==> src/rtl/sm83_wz_bus_sched.sv <==
// Sequencer and round-robin arbiter for the WZ output stage. It shares the stage's
// output paths between ABUS, DBUS_LO, DBUS_HI and IDU, and runs the PCH -> EVAL -> TURN phases.
module sm83_wz_bus_sched #(
    parameter int PCH_CYCLES  = 1,
    parameter int EVAL_CYCLES = 1,
    parameter int TURN_CYCLES = 1
) (
    input  logic       clk,
    input  logic       reset_n,
    input  logic [3:0] req,
    input  logic [3:0] sel_a_in,
    input  logic [3:0] sel_b_in,
    output logic [3:0] gnt,
    output logic       done,
    output logic       busy,
    output logic       pch_n,
    output logic       aoi_ena1,
    output logic       aoi_ena2,
    output logic       aoi_ena3,
    output logic       oai_ena1,
    output logic       oai_ena2,
    output logic       oai_ena3,
    output logic       nand_ena,
    output logic       muxi_a_sel,
    output logic       muxi_a_sel_n,
    output logic       muxi_b_sel,
    output logic       muxi_b_sel_n,
    output logic [1:0] dbg_state
);

    // Handshake: a requester holds req[i] level-high until it sees done while gnt[i] is set.
    // The arbiter samples req only in IDLE, and gnt stays set from PCH through the last EVAL cycle.
    typedef enum logic [1:0] {
        S_IDLE = 2'd0,
        S_PCH  = 2'd1,
        S_EVAL = 2'd2,
        S_TURN = 2'd3
    } state_t;

    localparam logic [1:0] PCH_LD  = 2'(PCH_CYCLES - 1);
    localparam logic [1:0] EVAL_LD = 2'(EVAL_CYCLES - 1);
    localparam logic [1:0] TURN_LD = 2'((TURN_CYCLES > 0) ? TURN_CYCLES - 1 : 0);

    state_t     state, state_nxt;
    logic [1:0] cnt, cnt_nxt;
    logic [1:0] ptr;
    logic [1:0] win;
    logic [1:0] idx;
    logic       found;
    logic [3:0] gnt_q;
    logic       sel_a_q, sel_b_q;
    logic       start;
    logic       last_eval;
    logic       eval;

    // The round-robin search starts at the pointer, and the 2-bit index wraps naturally.
    always_comb begin
        found = 1'b0;
        win   = ptr;
        idx   = ptr;
        for (int i = 0; i < 4; i++) begin
            idx = ptr + 2'(i);
            if (!found && req[idx]) begin
                found = 1'b1;
                win   = idx;
            end
        end
    end

    assign start     = (state == S_IDLE) && found;
    assign last_eval = (state == S_EVAL) && (cnt == 2'd0);

    always_comb begin
        state_nxt = state;
        cnt_nxt   = cnt;
        case (state)
            S_IDLE: begin
                if (found) begin
                    state_nxt = S_PCH;
                    cnt_nxt   = PCH_LD;
                end
            end
            S_PCH: begin
                if (cnt == 2'd0) begin
                    state_nxt = S_EVAL;
                    cnt_nxt   = EVAL_LD;
                end else begin
                    cnt_nxt = cnt - 2'd1;
                end
            end
            S_EVAL: begin
                if (cnt == 2'd0) begin
                    state_nxt = (TURN_CYCLES == 0) ? S_IDLE : S_TURN;
                    cnt_nxt   = TURN_LD;
                end else begin
                    cnt_nxt = cnt - 2'd1;
                end
            end
            S_TURN: begin
                if (cnt == 2'd0) begin
                    state_nxt = S_IDLE;
                    cnt_nxt   = 2'd0;
                end else begin
                    cnt_nxt = cnt - 2'd1;
                end
            end
            default: begin
                state_nxt = S_IDLE;
                cnt_nxt   = 2'd0;
            end
        endcase
    end

    always_ff @(posedge clk) begin
        if (!reset_n) begin
            state   <= S_IDLE;
            cnt     <= 2'd0;
            ptr     <= 2'd0;
            gnt_q   <= 4'd0;
            sel_a_q <= 1'b0;
            sel_b_q <= 1'b0;
        end else begin
            state <= state_nxt;
            cnt   <= cnt_nxt;
            if (start) begin
                gnt_q   <= 4'b0001 << win;
                sel_a_q <= sel_a_in[win];
                sel_b_q <= sel_b_in[win];
                ptr     <= win + 2'd1;
            end else if (last_eval) begin
                gnt_q <= 4'd0;
            end
        end
    end

    // Enables decode only in EVAL, so they can never overlap precharge.
    assign eval         = (state == S_EVAL);
    assign gnt          = gnt_q;
    assign done         = last_eval;
    assign busy         = (state != S_IDLE);
    assign pch_n        = (state != S_PCH);
    assign aoi_ena1     = eval & gnt_q[0];
    assign aoi_ena2     = eval & gnt_q[1];
    assign oai_ena1     = eval & gnt_q[1];
    assign nand_ena     = eval & gnt_q[1];
    assign aoi_ena3     = eval & gnt_q[2];
    assign oai_ena2     = eval & gnt_q[2];
    assign oai_ena3     = eval & gnt_q[3];
    assign muxi_a_sel   = sel_a_q;
    assign muxi_a_sel_n = ~sel_a_q;
    assign muxi_b_sel   = sel_b_q;
    assign muxi_b_sel_n = ~sel_b_q;
    assign dbg_state    = state;

endmodule

==> config.mk <==
export PLATFORM = sky130hd
export DESIGN_NAME = sm83_wz_bus_sched
export DESIGN_NICKNAME = d
export VERILOG_FILES = /design/src/rtl/sm83_wz_bus_sched.sv
export SDC_FILE = /design/constraint.sdc
export NUM_CORES = 1
export LEC_CHECK = 0
export BUFFER_PORTS_ARGS = -buffer_cell sky130_fd_sc_hd__buf_2
export CAP_MARGIN = 20
export CORE_MARGIN = 2
export CORE_UTILIZATION = 45
export DETAILED_ROUTE_END_ITERATION = 12
export GPL_TIMING_DRIVEN = 0
export MAX_ROUTING_LAYER = met4
export PLACE_DENSITY_LB_ADDON = 0.12
export SETUP_SLACK_MARGIN = 0.4
export SLEW_MARGIN = 20
export SYNTH_ARGS = -nofsm -noshare
export SYNTH_HDL_FRONTEND = slang
export SYNTH_SLANG_ARGS = --single-unit
==> constraint.sdc <==
create_clock -name clk -period 4.27 [get_ports clk]
set_input_delay 0.2135 -clock clk [delete_from_list [all_inputs] [get_ports clk]]
set_output_delay 0.2135 -clock clk [all_outputs]
set_load 0.01 [all_outputs]
# Yosys cells after proc, flatten, opt, wreduce, memory -nomap -nowiden
# Cells that the tools add are included.
[word_totals]
reg_bits = 12
out_inout_bits = 20
[classes]
n_addsub = 5
magnitude_cmp = 5
eq_ne = 8
n_shift = 1
muxes = 29
bitwise = 6
reduce_logical = 14
[ops]
columns = ["op", "n"]
rows = [
  ["$mux 2", 9],
  ["$lt 2x3->1 const B", 5],
  ["$bmux 1 s2", 6],
  ["$mux 1", 10],
  ["$mux 4", 2],
  ["$pmux 2 s4", 1],
  ["$ne 2x2->1 const B", 3],
  ["$logic_and 1x1->1", 5],
  ["$add 2x1->2 const B", 2],
  ["$add 2x2->2 const B", 2],
  ["$and 1x1->1", 4],
  ["$eq 2x2->1 const B", 2],
  ["$logic_not 2->1", 2],
  ["$ne 2x1->1 const B", 2],
  ["$pmux 2 s2", 1],
  ["$reduce_and 4->1", 1],
  ["$reduce_bool 2->1", 2],
  ["$shl 1x2->4 const A", 1],
  ["$logic_not 1->1", 3],
  ["$reduce_or 3->1", 1],
  ["$eq 2x1->1 const B", 1],
  ["$not 1->1", 2],
  ["$sub 2x1->2 const B", 1],
]

# Depth between registers and ports, before layout
# Gate-level depths: netlist (run 1).
[depth]
ltp_word = 14
ltp_mapped = 6
ltp_nobuf = 6

# Worst setup path after synthesis (run 1)
# Ideal clock, no wire load.
[synth_timing]
path_type = "flip-flop to flip-flop"
start = "register state[0] (netlist: dbg_state[0])"
end = "register sel_b_q (netlist: muxi_b_sel)"
setup_time_ns = 0.083
arrival_ns = 1.409
path_slack_ns = 2.778
path_stages_with_launch = 7
path_buffers = 0
period_less_slack_ns = 1.492
path_cell_list = "dfxtp_1 -> inv_1 -> ha_1 -> inv_1 -> nor2_1 -> nand3_1 -> o221ai_1"
[synth_between]
elab_chain_cells = 2
[synth_lines]
columns = ["item", "line_no", "rtl"]
rows = [
  ["start, declared", "44", "state_t state, state_nxt;"],
  ["start signal, assigned", "123", "state <= state_nxt;"],
  ["$logic_not 2->1", "70", "assign start = (state == S_IDLE) && found;"],
  ["$logic_and 1x1->1", "70", ""],
  ["end signal, assigned", "128", "sel_b_q <= sel_b_in[win];"],
  ["end, declared", "51", "logic sel_a_q, sel_b_q;"],
]
# No other way between the ends.
# A chain may end at the register's enable or synchronous reset.

# Worst setup path in the final report (run 1)
[layout_timing]
start = "register state[0] (netlist: dbg_state[0])"
end = "output nand_ena"
[layout_between]
elab_chain_cells = 2
[layout_lines]
columns = ["item", "line_no", "rtl"]
rows = [
  ["$eq 2x2->1", "137", "assign eval = (state == S_EVAL);"],
  ["$and 1x1->1", "145", "assign nand_ena = eval & gnt_q[1];"],
  ["end, declared", "23", "output logic nand_ena,"],
]
# No other way between the ends.

==> results of run 1 <==
## power breakdown
part | switching (mW) | internal (mW) | total (mW) | leakage (nW)
clock | 0.0404 | 0.0519 | 0.0924 | 0.0210
combinational | 0.166 | 0.125 | 0.292 | 0.365
sequential | 0.0309 | 0.145 | 0.176 | 0.0986
## state kept, by name, indices dropped and copies added (netlist names)
name        flops
gnt             4
ptr             2
muxi_b_sel      1
muxi_a_sel      1
dbg_state       2
cnt             2
## stage by stage
step | cell area, um^2 | utilization [%] | setup slack (ns) | cells
finish | 1010 | 59.8 | 2.51 | 148
global placement | 973 | 57.6 | 2.67 | 144
global route | 1010 | 59.8 | 2.42 | 148
floorplan | 787 | - | 2.78 | 94
CTS | 1010 | 59.8 | 2.49 | 148
detailed placement | 973 | 57.6 | 2.64 | 144
## critical path, stage by stage (launching register included)
cell and delay, ns:
sky130_fd_sc_hd__dfxtp_1 0.40, sky130_fd_sc_hd__inv_1 0.10, sky130_fd_sc_hd__ha_1 0.29, sky130_fd_sc_hd__and2_1 0.22, sky130_fd_sc_hd__buf_4 0.13, sky130_fd_sc_hd__buf_2 0.13
## area by class of cell
cell class	count	area, um^2
multi-input cells	70	489
clock buffers	4	36.3
inverters	8	30.0
fillers	158	679
repair buffers	33	165
well taps	17	21.3
plain buffers	4	27.5
flip-flops and latches	12	240
## path summary, 6_finish.rpt
kind                start          to  slack [ns]
max reg2reg  dbg_state[0]  muxi_b_sel        2.62
min reg2reg        cnt[1]      cnt[1]        0.45
min               reset_n      cnt[1]        0.21
max          dbg_state[0]    nand_ena        2.51
## layer usage
metal / vias to the layer above / routed length (um) / GRT usage (%)
met5: - / 0 / -
met4: 0 / 12 / 6.86
met3: 2 / 97 / 7.14
met2: 23 / 804 / 29.6
met1: 341 / 767 / 21.5
li1: 396 / - / -
## cells in the final DEF, fill, tap and decap left out, types with 4 or more instances in the layout
cell / instances
sky130_fd_sc_hd__nand3_1: 9
sky130_fd_sc_hd__dfxtp_1: 12
sky130_fd_sc_hd__ha_1: 5
sky130_fd_sc_hd__nand2b_1: 4
sky130_fd_sc_hd__and2_1: 4
sky130_fd_sc_hd__nor2_1: 8
sky130_fd_sc_hd__a21oi_1: 7
sky130_fd_sc_hd__nand2_1: 4
sky130_fd_sc_hd__mux2i_1: 5
sky130_fd_sc_hd__inv_1: 7
sky130_fd_sc_hd__buf_2: 34
## cell families (layout without fill, tap and decap cells)
| family | after synthesis | after routing | synth area share (%) |
|---|---|---|---|
| flops | 12 | 12 | 30.5 |
| compound gates | 16 | 16 | 14.3 |
| fa+ha+maj | 5 | 5 | 7.95 |
| simple gates | 43 | 43 | 32.4 |
| buf+inv | 12 | 49 | 7.31 |
| mux | 5 | 5 | 6.36 |
| xor+xnor | 1 | 1 | 1.11 |
==> results.md, run 1 <==
- The clock tree root buffer cell is sky130_fd_sc_hd__clkbuf_4.
- Yosys attributes the largest share of cell area to sky130_fd_sc_hd__dfxtp_1, sky130_fd_sc_hd__ha_1, sky130_fd_sc_hd__mux2i_1.
- The routed wire length per instance is 11.4 um.
- The post-detailed-route via-to-cell ratio is 5.15.
- Counting distinct cell types in the post-synthesis netlist gives 28.
- The worst hold path passes through 3 cells.
- At the end of the flow, the number of nets in the layout was 151.
- The total nets after synthesis is 113.
- The cell area that synthesis handed to floorplanning was 787 um^2.
- The sequential fraction of the synthesis area is 30.5%.
- The final-report max-slew violation count came to 0.
- The via count of the first global-routing pass is 684.
- Setup violations remaining at the end of the flow were counted as 0.
- From bottom edge to top edge, the die measures 45.8 um.
- The final critical-path share of the clock period is 41.3%.
- The proportion of register bits with asynchronous set or reset after synthesis is 0%.
- The count of boundary I/O pins is 34.
- Each instance of the synthesized netlist takes up on average 8.37 um^2.
- The core region is 1690 um^2.
- The later pin in the worst-skew pair is clocked with a latency of 0.28 ns.
- The initial core utilization is 46.6%.
- In this run the remaining antenna-violating nets after routing total 0.
- The worst hold path belongs to the class input port to register.
- The share of post-route cells with drive strength above 1 is 35.1%.
- For this run, the total global-route usage over all layers was measured as 18.8%.
- In this run the tightest slew margin relative to its limit is 66.0%.
- In the synthesized netlist the dominant register cell turns out to be sky130_fd_sc_hd__dfxtp_1.
- The area enclosed by the die boundary is 2100 um^2.
- The via count of the routed design is 762.
- The power per unit of standard cell area is 555 nW/um^2.
- In this run, synthesis inferred 0 flip-flops with an integrated enable.
- The detailed-routing iteration count for the pre-antenna-repair pass is 2.
- The fmax is 0.568 GHz.
- On the final layout, the worst clock skew is 0.000632 ns.
- At the end of routability-driven placement, the weighted congestion stood at 0.750.
- The initialized floorplan defines 15 standard-cell rows.
- The worst setup path category is register to output port.
- The count of input and output buffers is 33.
- The longest clock path from root to sink contains 2 buffers.
- Synthesis inferred 12 register bits.
- The number of cells on the worst reg-to-reg path is 6.
- The flow ran to the end, and the final reports show no timing, DRC or antenna violations.
- The first global-routing pass estimated 2730 um of wire.
- In this run the worst path has a maximum fanout of 7.
- The area growth from synthesis to final layout is 28.3%.
- The critical path startpoint category is a register.
- The number of DRC markers in iteration 0 is 11.
- In the post-synthesis netlist, the cell with the most instances is sky130_fd_sc_hd__dfxtp_1.
- After clock tree synthesis, the repair step resized 0 gates.
- The worst voltage drop across the vdd grid is 0.330 mV.
- The number of hold violations in the final report is 0.
- The largest area contributor in the synthesized netlist is sky130_fd_sc_hd__dfxtp_1.
- The number of antenna violations at the first check in global routing is 0.
- Detailed placement finished with a half-perimeter wire length of 1330 um.
- The total clock sinks is 12.
- The maximum level of the CTS H-tree is 1.
- The leakage power figure is 0.484 nW.
- In this run the horizontal extent of the chip is 45.8 um.
- The shortest clock period the worst path allows after layout is 1.76 ns.
- The number of buffers added by the clock tree synthesis step is 3.
- The worst setup path is captured at an output port.
- The total congestion overflow after global routing is 0.
- The total negative slack for setup checks is 0 ns.
- By count the netlist is led by sky130_fd_sc_hd__dfxtp_1, sky130_fd_sc_hd__nand3_1, sky130_fd_sc_hd__nor2_1, sky130_fd_sc_hd__a21oi_1, sky130_fd_sc_hd__inv_1.
- STA puts the critical path data required time at 4.06 ns.
- The post-synthesis cell count is 94.
- Setup repair after global routing left no endpoint under its margin.
- For this run, the number of Yosys warnings is 0.
- On the final layout, the worst hold slack is 0.207 ns.
- For the pin with the worst max-slew slack, the measured transition is 0.508 ns.
- The antenna diode count is 0.
- The sum of routed wire length over all layers is 1680 um.
- For the worst setup path, the data arrival time is 1.55 ns.
- The power after layout is 0.560 mW.
- The post-CTS setup-driven buffer insertion count is 0.
- In the routed design, unresolved DRC markers number 0.
- The share of Yosys cell area claimed by the top area cell type is 30.5%.
- The maximum number of pins on one net before global-route repair is 11.
- The clock-pin slew on the worst setup and hold paths is 0.08 ns.
- The cts-stage hold buffer count is 0.
- The number of max-capacitance violations reported is 0.
- TritonCTS built the clock tree.
Note: power is estimated with default switching activity, not from simulation.
==> run 2, diff against run 1 <==
==> constraint.sdc (replaced) <==
create_clock -name clk -period 1.8 [get_ports clk]
set_input_delay 0.09 -clock clk [delete_from_list [all_inputs] [get_ports clk]]
set_output_delay 0.09 -clock clk [all_outputs]
set_load 0.01 [all_outputs]
==> results.md, run 2 (synthesis gave the netlist of run 1 again) <==
- Outcome: finished clean (unchanged).
- The routed metal-1 wirelength is 859 um (was 767 um).
- The worst path arrival time is 1.72 ns (was 1.55 ns).
- The placed instance count came to 144 (unchanged).
- The cell-internal power is 1.00 mW (was 0.322 mW).
- The capture point of the worst reg-to-reg path was gnt[0] (was muxi_b_sel).
- The worst path buffer plus inverter count is 0 (was 3).
- The final critical-path share of the clock period is 83.7%.
- The final-report max-slew violation count is 0 (unchanged).
- The leakage power figure is 0.551 nW (was 0.484 nW).
- The sum of routed wire length over all layers is 2160 um (was 1680 um).
- The transition at the pin with the smallest max-transition slack is 0.536 ns (was 0.508 ns).
- The HPWL after detailed placement came to 1330 um (about the same).
- The residual antenna-violating net count after detailed routing came to 0 (unchanged).
- The flip-flop count of the largest register, all copies and words added came to 4 (unchanged).
- The shortest clock period the worst path allows after layout is 1.51 ns.
- The count of boundary I/O pins is 34 (unchanged).
- The utilization after layout is 73.3% (was 59.8%).
- The class of the tightest hold or removal check was input port to register (unchanged).
- The maximum level of the CTS H-tree was 1 (unchanged).
- The via count of the first global-routing pass is 722 (was 684).
- The maximum number of pins on one net before global-route repair is 11 (unchanged).
- The total congestion overflow after global routing is 0 (unchanged).
- The final cell count without fillers came to 157 (was 148).
- The flip-flop and latch area is 253 um^2 (was 240 um^2).
- The area growth from synthesis to final layout is 57.2% (was 28.3%).
- The remaining design rule violation count is 0 (unchanged).
- The final setup violation count is 0 (unchanged).
- The worst voltage drop across the vdd grid was 0.780 mV (was 0.330 mV).
- The number of cells on the worst reg-to-reg path came to 5 (was 6).
- The via count of the routed design came to 844 (was 762).
- The normalized max-slew margin is 64.0% (was 66.0%).
- The count of input and output buffers is 33 (unchanged).
- The kind of capture point of the worst setup path is a register (was output port).
- The total negative slack for setup checks is 0 ns (unchanged).
- The master of the slowest instance on the critical path is sky130_fd_sc_hd__or3_4 (was sky130_fd_sc_hd__dfxtp_1).
- The footprint of the multi-input gates is 611 um^2 (was 489 um^2).
- The dominant delay contributor by cell family on the critical path is simple AND/OR/NAND/NOR gates (was flip-flops).
- The fraction of power spent switching nets is 41.6% (was 42.4%).
- The number of max-capacitance violations reported was 0 (unchanged).
- The required time of the critical path is 2.01 ns (was 4.06 ns).
- The number of cells traversed by the worst hold path is 3 (unchanged).
- The CTS tree is yes (unchanged).
- The combinational share of power came to 61.6% (was 52.0%).
- The clock-pin slew on the worst setup and hold paths came to 0.08 ns (about the same).
- The antenna diode count is 0 (unchanged).
- The placeable core area is 1690 um^2 (unchanged).
- The number of hold violations in the final report is 0 (unchanged).
- The x dimension of the die came to 45.8 um (unchanged).
- The number of fill cells in the layout is 118 (was 158).
- The wire length of the first global-routing pass came to 3090 um (was 2730 um).
- The clock latency at the later pin of the worst-skew pair is 0.28 ns (about the same).
- RSZ-0062 raised after global routing: yes (was no).
- The post-detailed-route via-to-cell ratio was 5.38 (was 5.15).
- The final-layout worst hold slack is 0.0988 ns (was 0.207 ns).
- The topmost layer with routed signal wires is met4 (unchanged).
- The number of DRC markers in iteration 0 is 12 (was 11).
- The clock tree root buffer cell was sky130_fd_sc_hd__clkbuf_4 (unchanged).
- The initial core utilization was 46.6% (unchanged).
- The buffer levels on the longest clock path is 2 (unchanged).
- The startpoint of the tightest hold check path is reset_n (unchanged).
- The register share of total power is 25.5% (was 31.5%).
- The met3 wire length is 101 um (was 97 um).
- The cts-stage hold buffer count is 0 (unchanged).
- The share of post-route cells with drive strength above 1 is 55.0% (was 35.1%).
- The slack of the worst reg-to-reg path is 0.29 ns (was 2.62 ns).
- The met2 layer wire length in the routed design came to 1160 um (was 804 um).
- Most frequent cells in the layout: sky130_fd_sc_hd__buf_2, sky130_fd_sc_hd__buf_4, sky130_fd_sc_hd__nand3_1 (was sky130_fd_sc_hd__buf_2, sky130_fd_sc_hd__dfxtp_1, sky130_fd_sc_hd__nand3_1).
- The detailed-routing iteration count for the pre-antenna-repair pass is 6 (was 2).
- Derived from the worst setup path, the maximum achievable clock frequency is 0.664 GHz.
- Cells traversed along the worst timing path: or3_1 > nand4b_1 > nand2_4 > or3_4 > a21oi_2 (was inv_1 > ha_1 > and2_1 > buf_4 > buf_2).
- The most common library cell in the layout ignoring fill and taps was sky130_fd_sc_hd__buf_2 (unchanged).
- The number of placement rows is 15 (unchanged).
- The critical path's largest stage delay was 0.35 ns (was 0.40 ns).
- The net count of the finished layout came to 160 (was 151).
- The routability congestion estimate is 0.708 (was 0.750).
- The number of buffers added by the clock tree synthesis step is 3 (unchanged).
- The power per unit of standard cell area is 1390 nW/um^2 (was 555 nW/um^2).
- The routed wire length per instance is 13.7 um (was 11.4 um).
- The area enclosed by the die boundary is 2100 um^2 (unchanged).
- The maximum fanout encountered on the critical timing path was 5 (was 7).
- The vertical die dimension is 45.8 um (unchanged).
- The hold-critical path endpoint is cnt[1] (unchanged).
- The share of power burned in the clock network is 12.9% (was 16.5%).
- The setup clock skew after layout was 0.000981 ns (was 0.000632 ns).
- The number of antenna violations at the first check in global routing is 0 (unchanged).
- The worst flop-to-flop path startpoint is ptr[1] (was dbg_state[0]).
- The net load switching power is 0.714 mW (was 0.238 mW).
- The worst setup path category is register to register (was register to output port).
- The critical path startpoint category is a register (unchanged).
- The total clock sinks is 12 (unchanged).
- The total global-route track usage is 21.3% (was 18.8%).
run 2: repair_timing:
item | CTS | global route
gates resized for setup | 18 | 16
gates cloned | 1 | 0
endpoints found under the setup margin | 12 | 13
pin swaps | 7 | 6
buffers inserted | 7 | 1
run 2: area by class of cell:
| type | instances | area share (%) |
|---|---|---|
| Inverter | 8 | 2.83 |
| Buffer | 4 | 2.73 |
| Tap cell | 17 | 1.72 |
| Clock buffer | 4 | 2.93 |
| Timing Repair Buffer | 41 | 20.0 |
| Sequential cell | 12 | 20.4 |
| Multi-Input combinational cell | 71 | 49.3 |
run 2: worst max-delay path by stage:
stage / start / endpoint / slack [ns] / cells after the start
2_1_floorplan: ptr[1] / gnt[0] / 0.40 / 5
3_3_place_gp: ptr[1] / gnt[0] / 0.31 / 5
3_5_place_dp: ptr[1] / gnt[0] / 0.27 / 5
4_1_cts: ptr[1] / gnt[0] / 0.28 / 5
5_1_grt: ptr[1] / muxi_b_sel / 0.23 / 7
6_report: ptr[1] / gnt[0] / 0.29 / 5
run 2: power by group through the flow:
| stage | combinational [mW] | clock, mW | sequential [mW] |
|---|---|---|---|
| floorplan | 0.472 | 0 | 0.447 |
| detailed placement | 0.707 | 0 | 0.432 |
| CTS | 0.927 | 0.227 | 0.428 |
| global route | 1.14 | 0.246 | 0.447 |
| global placement | 0.695 | 0 | 0.429 |
| finish | 1.06 | 0.222 | 0.437 |
run 2: routing by layer:
| metal | vias up | track usage (%) |
|---|---|---|
| li1 | 416 | - |
| met1 | 394 | 23.5 |
| met2 | 27 | 37.5 |
| met3 | 7 | 5.95 |
| met4 | 0 | 5.14 |
| met5 | - | - |
run 2: stage by stage:
step	worst slack [ns]	cell area, um^2	total power [mW]
2_1_floorplan	0.402	795	0.919
3_3_place_gp	0.305	981	1.12
3_5_place_dp	0.267	981	1.14
4_1_cts	0.283	1160	1.58
5_1_grt	0.234	1240	1.83
6_report	0.293	1240	1.72
run 2: tightest hold or removal path: stages:
cell and delay [ns]:
sky130_fd_sc_hd__buf_2 0.14, sky130_fd_sc_hd__nand2_1 0.07, sky130_fd_sc_hd__a21oi_1 0.03
==> run 3, diff against run 2 <==
--- a/config.mk
+++ b/config.mk
@@ -5,6 +5,7 @@
 export SDC_FILE = /design/constraint.sdc
 export NUM_CORES = 1
 export LEC_CHECK = 0
+export ABC_AREA = 1
 export BUFFER_PORTS_ARGS = -buffer_cell sky130_fd_sc_hd__buf_2
 export CAP_MARGIN = 20
 export CORE_MARGIN = 2
==> constraint.sdc (replaced) <==
create_clock -name clk -period 1.5 [get_ports clk]
set_input_delay 0.075 -clock clk [delete_from_list [all_inputs] [get_ports clk]]
set_output_delay 0.075 -clock clk [all_outputs]
set_load 0.01 [all_outputs]
==> results.md, run 3 <==
- The worst path arrival time came to 2.16 ns (was 1.72 ns).
- The final cell count without fillers is 272 (was 157).
- The power after layout is 4.26 mW (was 1.72 mW).
- The maximum number of pins on one net before global-route repair is 11 (unchanged).
- The transition at the pin with the smallest max-transition slack was 0.366 ns (was 0.536 ns).
- The clock-pin slew on the worst setup and hold paths came to 0.09 ns (was 0.08 ns).
- The power per unit of standard cell area is 2250 nW/um^2 (was 1390 nW/um^2).
- The sequential fraction of the synthesis area is 22.4% (was 30.5%).
- The utilization after layout is 84.8% (was 73.3%).
- The number of fill cells in the layout is 130 (was 118).
- The fmax is 0.508 GHz (was 0.664 GHz).
- Outcome: finished with violations (was finished clean).
- The prevailing post-synth register cell was sky130_fd_sc_hd__dfxtp_1 (unchanged).
- The fraction of power spent switching nets is 52.4% (was 41.6%).
- The count of boundary I/O pins is 34 (unchanged).
- The dominant delay contributor by cell family on the critical path is simple AND/OR/NAND/NOR gates (unchanged).
- Cells traversed along the worst timing path: inv_4 > buf_6 > nand2_2 > nand2_2 > nand2_2 > nand2_4 > nand3_1 > nand3_1 > nand3_4 > nand2_2 > nand3_1 > and3_1 (was or3_1 > nand4b_1 > nand2_4 > or3_4 > a21oi_2).
- The synthesized area per cell is 6.04 um^2 (was 8.37 um^2).
- The total non-filler cell area in the finished layout is 1890 um^2 (was 1240 um^2).
- The routability congestion estimate is 0.853 (was 0.708).
- The pre-CTS setup slack is -0.396 ns (was 0.267 ns).
- The CTS tree is yes (unchanged).
- The post-synthesis instance area is 1070 um^2 (was 787 um^2).
- The area enclosed by the die boundary is 2800 um^2 (was 2100 um^2).
- The share of Yosys cell area claimed by the top area cell type was 23.4% (was 30.5%).
- The post-detailed-route via-to-cell ratio is 5.76 (was 5.38).
- The number of placement rows is 17 (was 15).
- The number of hold violations in the final report is 0 (unchanged).
- The leakage power figure is 0.969 nW (was 0.551 nW).
- The number of flip-flops and latches in the synthesized netlist is 12 (unchanged).
- The kind of capture point of the worst setup path is a register (unchanged).
- The class of the tightest hold or removal check is input port to register (unchanged).
- The sum of routed wire length over all layers is 4530 um (was 2160 um).
- The worst setup path category is register to register (unchanged).
- The normalized max-slew margin was 75.5% (was 64.0%).
- The count of input and output buffers was 33 (unchanged).
- The placed instance count came to 239 (was 144).
- The dominant cell by count in the synthesized netlist is sky130_fd_sc_hd__nand2_1 (was sky130_fd_sc_hd__dfxtp_1).
- Top post-synthesis cells by count: sky130_fd_sc_hd__nand2_1, sky130_fd_sc_hd__inv_1, sky130_fd_sc_hd__nand3_1, sky130_fd_sc_hd__dfxtp_1, sky130_fd_sc_hd__a21oi_1 (was sky130_fd_sc_hd__dfxtp_1, sky130_fd_sc_hd__nand3_1, sky130_fd_sc_hd__nor2_1, sky130_fd_sc_hd__a21oi_1, sky130_fd_sc_hd__inv_1).
- The routed wire length per instance is 16.7 um (was 13.7 um).
- The total global-route track usage is 26.9% (was 21.3%).
- The antenna diode count is 0 (unchanged).
- The combinational share of power came to 79.5% (was 61.6%).
- The total negative slack for setup checks was -4.15 ns (was 0 ns).
- The final-layout worst hold slack is 0.0634 ns (was 0.0988 ns).
- The number of antenna violations at the first check in global routing is 0 (unchanged).
- The final critical-path share of the clock period is 131% (was 83.7%).
- The flip-flop and latch area is 253 um^2 (unchanged).
- The largest area contributor in the synthesized netlist is sky130_fd_sc_hd__nand2_1 (was sky130_fd_sc_hd__dfxtp_1).
- The via count of the first global-routing pass came to 1,270 (was 722).
- The critical path startpoint category is a register (unchanged).
- The via count of the routed design came to 1,568 (was 844).
- The number of synthesis warnings came to 0 (unchanged).
- The register share of total power is 13.7% (was 25.5%).
- The flip-flop count of the largest register, all copies and words added came to 4 (unchanged).
- The wire length of the first global-routing pass was 5480 um (was 3090 um).
- RSZ-0062 raised after global routing: yes (unchanged).
- The final setup violation count is 12 (was 0).
- The master of the slowest instance on the critical path is sky130_fd_sc_hd__dfxtp_4 (was sky130_fd_sc_hd__or3_4).
- The post-route worst setup slack is -0.470 ns (was 0.293 ns).
- The worst path buffer plus inverter count is 2 (was 0).
- The net load switching power is 2.24 mW (was 0.714 mW).
- The footprint of the multi-input gates is 942 um^2 (was 611 um^2).
- The share of power burned in the clock network came to 6.8% (was 12.9%).
- The worst voltage drop across the vdd grid is 1.56 mV (was 0.780 mV).
- The cell-internal power is 2.03 mW (was 1.00 mW).
- The share of post-route cells with drive strength above 1 is 59.4% (was 55.0%).
- The initial core utilization is 48.1% (was 46.6%).
- The number of max-capacitance violations reported is 0 (unchanged).
- The x dimension of the die is 52.9 um (was 45.8 um).
- The post-synthesis cell count is 178 (was 94).
- The most common library cell in the layout ignoring fill and taps is sky130_fd_sc_hd__nand2_1 (was sky130_fd_sc_hd__buf_2).
- The HPWL after detailed placement came to 2130 um (was 1330 um).
- The proportion of register bits with asynchronous set or reset after synthesis is 0% (unchanged).
- The checks that failed: setup timing.
- The maximum level of the CTS H-tree was 1 (unchanged).
- The total congestion overflow after global routing was 0 (unchanged).
- The buffer levels on the longest clock path was 2 (unchanged).
- The total nets after synthesis is 197 (was 113).
- The final-report max-slew violation count is 0 (unchanged).
- The area growth from synthesis to final layout came to 76.3% (was 57.2%).
- The residual antenna-violating net count after detailed routing is 0 (unchanged).
- The shortest clock period the worst path allows after layout is 1.97 ns (was 1.51 ns).
- The total clock sinks is 12 (unchanged).
- The required time of the critical path is 1.69 ns (was 2.01 ns).
- The setup clock skew after layout was 0.00477 ns (was 0.000981 ns).
- The clock tree root buffer cell is sky130_fd_sc_hd__clkbuf_4 (unchanged).
- The count of cell types in the netlist is 23 (was 28).
- The cts-stage hold buffer count is 0 (unchanged).
- The number of enable-type register cells in the synthesized netlist is 0 (unchanged).
- The detailed-routing iteration count for the pre-antenna-repair pass is 5 (was 6).
- The remaining design rule violation count is 0 (unchanged).
- The clock latency at the later pin of the worst-skew pair is 0.30 ns (was 0.28 ns).
- The critical path's largest stage delay is 0.38 ns (was 0.35 ns).
- The cell type with the highest occurrence count on the critical path is sky130_fd_sc_hd__nand2_2.
- The placeable core area came to 2230 um^2 (was 1690 um^2).
- Most frequent cells in the layout: sky130_fd_sc_hd__nand2_1, sky130_fd_sc_hd__nand2_2, sky130_fd_sc_hd__buf_2 (was sky130_fd_sc_hd__buf_2, sky130_fd_sc_hd__buf_4, sky130_fd_sc_hd__nand3_1).
- The number of buffers added by the clock tree synthesis step is 3 (unchanged).
- The vertical die dimension is 52.9 um (was 45.8 um).
- The number of DRC markers in iteration 0 was 82 (was 12).
- Biggest area contributors in the synthesized netlist: sky130_fd_sc_hd__nand2_1, sky130_fd_sc_hd__dfxtp_1, sky130_fd_sc_hd__nand3_1 (was sky130_fd_sc_hd__dfxtp_1, sky130_fd_sc_hd__ha_1, sky130_fd_sc_hd__mux2i_1).
- The net count of the finished layout came to 264 (was 160).
- The maximum fanout encountered on the critical timing path is 7 (was 5).
- The instance area at placement is 1310 um^2 (was 981 um^2).
run 3: worst paths after layout:
| kind | startpoint | endpoint | slack, ns | depth (start not counted) |
|---|---|---|---|---|
| setup / recovery | ptr[0] | ptr[1] | -0.47 | 12 |
| hold / removal | reset_n | cnt[1] | 0.06 | 3 |
| setup reg to reg | ptr[0] | ptr[1] | -0.47 | 12 |
| hold reg to reg | cnt[1] | cnt[1] | 0.48 | 2 |
run 3: power groups by stage:
stage	combinational [mW]	clock (mW)	sequential (mW)
2_1_floorplan	1.52	0	0.556
3_3_place_gp	1.95	0	0.522
3_5_place_dp	2.03	0	0.528
4_1_cts	2.70	0.267	0.563
5_1_grt	3.63	0.302	0.592
6_report	3.39	0.290	0.582
run 3: metal layers:
metal | up-vias | GRT usage (%) | wire, um
li1 | 705 | - | -
met4 | 0 | 5.13 | 156
met2 | 105 | 46.0 | 2280
met3 | 23 | 5.37 | 339
met1 | 735 | 33.0 | 1760
met5 | - | - | 0
run 3: cell type report:
| class | count | share of cell area (%) |
|---|---|---|
| Multi-Input combinational cell | 139 | 49.7 |
| Inverter | 21 | 5.22 |
| Clock buffer | 4 | 1.92 |
| Tap cell | 28 | 1.85 |
| Sequential cell | 12 | 13.3 |
| Timing Repair Buffer | 62 | 24.4 |
| Buffer | 6 | 3.57 |
run 3: cell families (layout without fill, tap and decap cells):
| logic type | Yosys count | count (layout) | synth area share (%) |
|---|---|---|---|
| buffers and inverters | 27 | 93 | 11.6 |
| AO/OA/AOI/OAI | 16 | 16 | 8.73 |
| AND/OR/NAND/NOR | 118 | 118 | 51.5 |
| adder cells (fa/ha/maj) | 5 | 5 | 5.82 |
| flip-flops | 12 | 12 | 22.4 |
run 3: tightest hold or removal path, stage by stage:
cell	delay (ns)
sky130_fd_sc_hd__buf_2	0.14
sky130_fd_sc_hd__nand2_1	0.07
sky130_fd_sc_hd__a21oi_1	0.04
run 3: what timing repair did:
action / 4_1_cts / 5_1_grt
setup endpoints to repair: 22 / 22
gates cloned: 1 / 0
setup buffers: 19 / 9
gates resized for setup: 56 / 36
pin swaps: 19 / 15
